**src/rtl/shift_sequencer.sv**
```systemverilog
// Multi-cycle shift unit: decodes a shift instruction, then shifts one bit per
// clock until the loaded count expires, publishing the value with a done pulse.
module shift_sequencer #(
    parameter int WIDTH = 16,
    parameter int AMT_W = 4
) (
    input  logic             clk,
    input  logic             rst_n,
    input  logic             start,
    input  logic [3:0]       opcode,
    input  logic [3:0]       ffield,
    input  logic [AMT_W-1:0] amount,
    input  logic [WIDTH-1:0] data_in,
    output logic [1:0]       sh_op,
    output logic             busy,
    output logic             done,
    output logic [WIDTH-1:0] result
);

    localparam logic [1:0] ST_IDLE  = 2'd0;
    localparam logic [1:0] ST_SHIFT = 2'd1;
    localparam logic [1:0] ST_DONE  = 2'd2;

    localparam logic [1:0] OP_PASS = 2'b00;
    localparam logic [1:0] OP_SLL  = 2'b01;
    localparam logic [1:0] OP_SRL  = 2'b10;
    localparam logic [1:0] OP_SRA  = 2'b11;

    localparam logic [AMT_W-1:0] CNT_ONE = AMT_W'(1);

    logic [1:0]       state_q, state_d;
    logic [1:0]       op_q, op_d;
    logic [AMT_W-1:0] cnt_q, cnt_d;
    logic [WIDTH-1:0] work_q, work_d;
    logic [WIDTH-1:0] result_q, result_d;
    logic [1:0]       dec_op;

    always_comb begin
        dec_op = OP_PASS;
        if (opcode == 4'b0000) begin
            case (ffield)
                4'b1000: dec_op = OP_SLL;
                4'b1001: dec_op = OP_SRL;
                4'b1010: dec_op = OP_SRA;
                default: dec_op = OP_PASS;
            endcase
        end
    end

    always_comb begin
        // NOTE: every signal gets a default first so no path infers a latch.
        state_d  = state_q;
        op_d     = op_q;
        cnt_d    = cnt_q;
        work_d   = work_q;
        result_d = result_q;
        case (state_q)
            ST_IDLE: begin
                if (start) begin
                    work_d  = data_in;
                    op_d    = dec_op;
                    cnt_d   = (dec_op == OP_PASS) ? '0 : amount;
                    state_d = ST_SHIFT;
                end
            end
            ST_SHIFT: begin
                if (cnt_q != '0) begin
                    cnt_d = cnt_q - CNT_ONE;
                    // Bits leaving the register are dropped; no rotation.
                    case (op_q)
                        OP_SLL:  work_d = {work_q[WIDTH-2:0], 1'b0};
                        OP_SRL:  work_d = {1'b0, work_q[WIDTH-1:1]};
                        OP_SRA:  work_d = {work_q[WIDTH-1], work_q[WIDTH-1:1]};
                        default: work_d = work_q;
                    endcase
                end else begin
                    result_d = work_q;
                    state_d  = ST_DONE;
                end
            end
            ST_DONE: state_d = ST_IDLE;
            default: state_d = ST_IDLE;
        endcase
    end

    always_ff @(posedge clk or negedge rst_n) begin
        if (!rst_n) begin
            state_q  <= ST_IDLE;
            op_q     <= OP_PASS;
            cnt_q    <= '0;
            work_q   <= '0;
            result_q <= '0;
        end else begin
            // NOTE: non-blocking so every flop samples pre-edge values.
            state_q  <= state_d;
            op_q     <= op_d;
            cnt_q    <= cnt_d;
            work_q   <= work_d;
            result_q <= result_d;
        end
    end

    assign busy   = (state_q == ST_SHIFT);
    assign done   = (state_q == ST_DONE);
    assign sh_op  = (state_q == ST_IDLE) ? OP_PASS : op_q;
    assign result = result_q;

endmodule

```
**config.mk**
```make
export PLATFORM = sky130hd
export DESIGN_NAME = shift_sequencer
export DESIGN_NICKNAME = d
export VERILOG_FILES = /design/src/rtl/shift_sequencer.sv
export SDC_FILE = /design/constraint.sdc
export NUM_CORES = 1
export LEC_CHECK = 0
export ABC_AREA = 0
export BUFFER_PORTS_ARGS = -buffer_cell sky130_fd_sc_hd__buf_2
export CAP_MARGIN = 20
export CORE_MARGIN = 4
export CORE_UTILIZATION = 59
export CTS_BUF_LIST = sky130_fd_sc_hd__clkbuf_2 sky130_fd_sc_hd__clkbuf_4 sky130_fd_sc_hd__clkbuf_8
export CTS_CLUSTER_DIAMETER = 100
export DETAILED_ROUTE_END_ITERATION = 10
export PLACE_DENSITY = 0.95
export SLEW_MARGIN = 15
export SYNTH_ARGS = -nofsm -noshare
export SYNTH_HDL_FRONTEND = slang
export SYNTH_SLANG_ARGS = --single-unit
```
**constraint.sdc**
```tcl
create_clock -name clk -period 3.5 [get_ports clk]
set_clock_uncertainty 0.15 [all_clocks]
set_input_delay 0.7 -clock clk [delete_from_list [all_inputs] [get_ports clk]]
set_output_delay 0.7 -clock clk [all_outputs]
set_load 0.02 [all_outputs]
```
# Yosys cells after proc, flatten, opt, wreduce, memory -nomap -nowiden
# Cells that the tools add are included.
# totals
ff_bits,40
in_bits,31
out_inout_bits,20
elab_cells,47
# op_classes
add_sub_neg,1
eq_ne,14
mux,14
bitwise,1
reduce_logical,11
# ops
cell,n
$pmux 16 s3,1
$mux 16,2
$pmux 16 s2,1
$eq 4x4->1 const B,3
$mux 4,3
$mux 2,4
$pmux 4 s2,1
$eq 2x2->1 const B,3
$ne 2x2->1 const B,3
$pmux 2 s3,1
$reduce_and 2->1,3
$reduce_and 5->1,1
$eq 2x1->1 const B,2
$logic_not 2->1,2
$logic_not 4->1,1
$ne 4x1->1 const B,1
$pmux 2 s2,1
$reduce_and 4->1,1
$reduce_bool 4->1,1
$sub 4x1->4 const B,1
$ne 3x1->1 const B,1
$reduce_and 3->1,1
$ne 2x1->1 const B,1
$reduce_bool 2->1,1
$not 1->1,1

# Longest topological paths before layout
# depth
ltp_word,7
depth_mapped,8

# Worst setup path after synthesis
# Ideal clock, no wire load.
# synth_timing
path_kind,register to output
startpoint,register op_q[1]
endpoint,output sh_op[1]
arrival_time_ps,1185
t_required_ps,2650
slack_ps,1465
stages_incl_launch_ff,5
path_cell_list,dfrtp_1 -> buf_2 -> buf_2 -> inv_1 -> nor2_1
# synth_between
elab_chain_len,1
# synth_lines
item,line,text
from (decl),32,"logic [1:0] op_q, op_d;"
from (signal assigned),96,op_q <= op_d;
$mux 2,105,assign sh_op = (state_q == ST_IDLE) ? OP_PASS : op_q;
to (decl),14,"output logic [1:0] sh_op,"
# Every way passes these cells.

# Worst setup path after layout
# Same ends and word-level chain as after synthesis.

==> results.py <==
metrics = {
    "floorplanning": {
        "start_util": 0.620,
        "die_area_um2": 4550,
        "row_count": 21,
        "core_area_um2": 3360,
        "fp.dieH_um": 67.4,
        "die_x_um": 67.4,
        "io_pins": 51,
    },
    "power": {
        "peakVddDrop_mv": 0.521,
        "cellLeakagePower_nw": 1.19,
        "finalPower_mw": 2.24,
        "p_per_area_nw_per_um2": 929,
    },
    "logic_synthesis": {
        "synth.distinct_cells": 38,
        "syn_area_per_cell_um2": 10.1,
        "synth_flop_cell": "dfrtp_1",
        "synth_cells": 207,
        "yosysWarnings": 0,
        "synthArstFlopShare": 1.00,
        "synth-edff-count": 0,
        "synth_seq_cells": 40,
        "ys_seq_area_frac": 0.480,
        "synth_nets": 242,
        "syn-cell-area_um2": 2080,
    },
    "global_routing": {
        "antenna_found_initial": 0,
        "gr-usage-met2": 0.362,
        "grt_pass1_vias": 1599,
        "gr-total-overflow": 0,
        "grt_max_degree": 41,
        "grt_pass1_wl_um": 7380,
        "grt-busiest-layer": "met2",
        "use_met1": 0.281,
        "grt_usage": 0.217,
        "use_met3": 0.0516,
    },
    "setup_path": {
        "worstPathMaxFanout": 9,
        "critPathMaxStageDelay_ns": 0.61,
        "worstPathCellList": "buf_4 > inv_1 > nor2_1 > buf_2",
        "cp_slowest_cell": "dfrtp_1",
        "path_buf_inv": 3,
        "worstPathRequired_ns": 2.65,
        "crit_family": "flip-flops",
        "critical_path_class": "reg -> out",
        "cp-end-kind": "output pin",
        "worst_ep_arrival_time_ns": 1.62,
        "start_kind": "flip-flop",
    },
    "clock_tree": {
        "path_clk_slew_ns": 0.13,
        "root_buffer": "clkbuf_4",
        "clock_latency_ns": 0.37,
        "post-cts-setup-buffers": 0,
        "ctsLongestPathBuffers": 2,
        "h-tree-depth": 2,
        "cts_hold_buffers": 0,
        "post_cts_resized": 0,
        "cts_tree": "built",
        "cts_buffers": 5,
        "clkSinkCount": 40,
    },
    "placement": {
        "dp_hpwl_um": 3220,
        "dp_cells": 293,
        "port_buffers": 50,
        "routabilityCongestion": 0.859,
        "preCtsSetupSlack_ns": 1.06,
    },
    "timing": {
        "fin_crit_ns": 2.47,
        "hold_viol_final": 0,
        "fin_crit_sh": 0.704,
        "max_slew_margin": 0.412,
        "max_freq_mhz": 406,
        "setup_ws_ns": 1.03,
        "finalSetupViolCount": 0,
        "worst_pin_slew_ns": 0.883,
        "tns_ns": 0,
        "rsz0062_at_grt": "false",
        "slew_viol_final": 0,
    },
    "run": {
        "cap_violations": 0,
    },
    "detailed_routing": {
        "vias": 1640,
        "drt_iter0_drc": 103,
        "wirelength_um": 4410,
        "first_pass_iters": 5,
        "drc": 0,
        "wl_per_cell_um": 14.6,
        "via_per_inst": 5.45,
        "postRouteAntennaNets": 0,
    },
    "min_path": {
        "hold_path.class": "in -> async",
    },
    "layout": {
        "final_cells": 301,
        "area_growth_syn_to_layout_pct": 15.5,
        "drive_gt1_frac": 0.314,
        "final_core_util": 0.716,
        "n_antenna_cell": 0,
        "final_nets": 289,
    },
    "run_status": {
        "outcome": "completed",
    },
}
worst paths after layout:
path / startpoint / endpoint / slack, ns / cells after the start
worst max-delay path: op_q[1]$_DFFE_PN0P_ / sh_op[1] / 1.03 / 4
worst min-delay path: rst_n / result[7]$_DFFE_PN0N_ / 0.28 / 1
worst max register to register: op_q[1]$_DFFE_PN0P_ / work_q[4]$_DFFE_PN0P_ / 1.04 / 5
worst min register to register: result[14]$_DFFE_PN0N_ / result[14]$_DFFE_PN0N_ / 0.35 / 2
max in group asynchronous: rst_n / op_q[0]$_DFFE_PN0P_ / 2.37 / 1
min in group clk: result[14]$_DFFE_PN0N_ / result[14]$_DFFE_PN0N_ / 0.35 / 2
cells in the mapped netlist, types with 2 or more instances:
cell type | n | share of area
a21oi_1 | 20 | 0.048
a31oi_1 | 2 | 0.0060
and3_1 | 2 | 0.0060
buf_2 | 6 | 0.014
buf_6 | 3 | 0.016
dfrtp_1 | 40 | 0.48
ha_1 | 4 | 0.024
inv_1 | 7 | 0.013
mux2_1 | 4 | 0.022
mux2_2 | 4 | 0.022
mux2_4 | 7 | 0.050
mux2i_1 | 13 | 0.062
nand2_1 | 20 | 0.036
nand2b_1 | 2 | 0.0060
nand3_1 | 3 | 0.0072
nor2_1 | 22 | 0.040
nor2b_1 | 3 | 0.0090
nor3_1 | 3 | 0.0072
nor4_1 | 3 | 0.0090
o21ai_0 | 3 | 0.0072
o21ai_1 | 12 | 0.029
o21ai_2 | 5 | 0.021
o22ai_1 | 2 | 0.0060
or3_1 | 3 | 0.0090
worst reg2reg max path, stage by stage, from the launching register on:
cell	delay [ns]
dfrtp_1	0.61
ha_1	0.34
nor2b_1	0.16
a2111o_1	0.77
nand2_1	0.22
o21ai_1	0.08
sequential cells by signal, indices dropped and copies added (netlist names):
register and flops:
result 16, state_q 2, work_q 16, op_q 2, cnt_q 4
layout make-up:
type / count / area [µm²]
clock buffer: 6 / 45.0
inverter: 9 / 36.3
tap: 46 / 57.6
multi-input combinational: 146 / 968
sequential: 40 / 1000
fill: 262 / 955
timing repair buffer: 52 / 265
clock inverter: 2 / 35.0
cells in the final DEF, fill, tap and decap left out, types with 3 or more instances in the layout:
cell and n:
o21ai_1 12, or3_1 3, o21ai_0 3, nor3_1 3, nor2b_1 3, mux2_1 4
mux2_4 7, inv_1 7, nand3_1 3, o21ai_2 5, mux2_2 4, dfrtp_1 40
clkbuf_4 6, a21oi_1 20, nand2_1 20, nor2_1 22, nor4_1 3, ha_1 4
buf_2 50, mux2i_1 13
where the power goes:
| part | leakage (nW) | internal [mW] | total, mW | switching, mW |
|---|---|---|---|---|
| combinational | 0.639 | 0.447 | 1.11 | 0.663 |
| clock | 0.0456 | 0.158 | 0.314 | 0.156 |
| sequential | 0.510 | 0.657 | 0.814 | 0.157 |
stage by stage:
step                hold slack [ns]  cell area (µm²)
CTS                           0.312             2410
floorplan                     0.254             2080
detailed placement            0.329             2330
global route                  0.347             2410
global placement              0.314             2330
finish                        0.281             2410
metal layers:
metal  wire length, µm  part of all wire  up-vias
li1                  -                 -      813
met1              1890              0.43      771
met2              2240              0.51       52
met3               229             0.052        4
met4                43            0.0098        0
met5                 0                 0        -
logic make-up (layout without fill, tap and decap cells):
logic type | count (synthesis) | in the layout | synth area share
fa+ha+maj | 4 | 4 | 0.0240
xor+xnor | 1 | 1 | 0.00420
mux | 28 | 28 | 0.156
buf+inv | 21 | 69 | 0.0552
flops | 40 | 40 | 0.480
compound gates | 47 | 47 | 0.130
simple gates | 66 | 66 | 0.150
No activity file was read; power rests on OpenSTA's default activity.
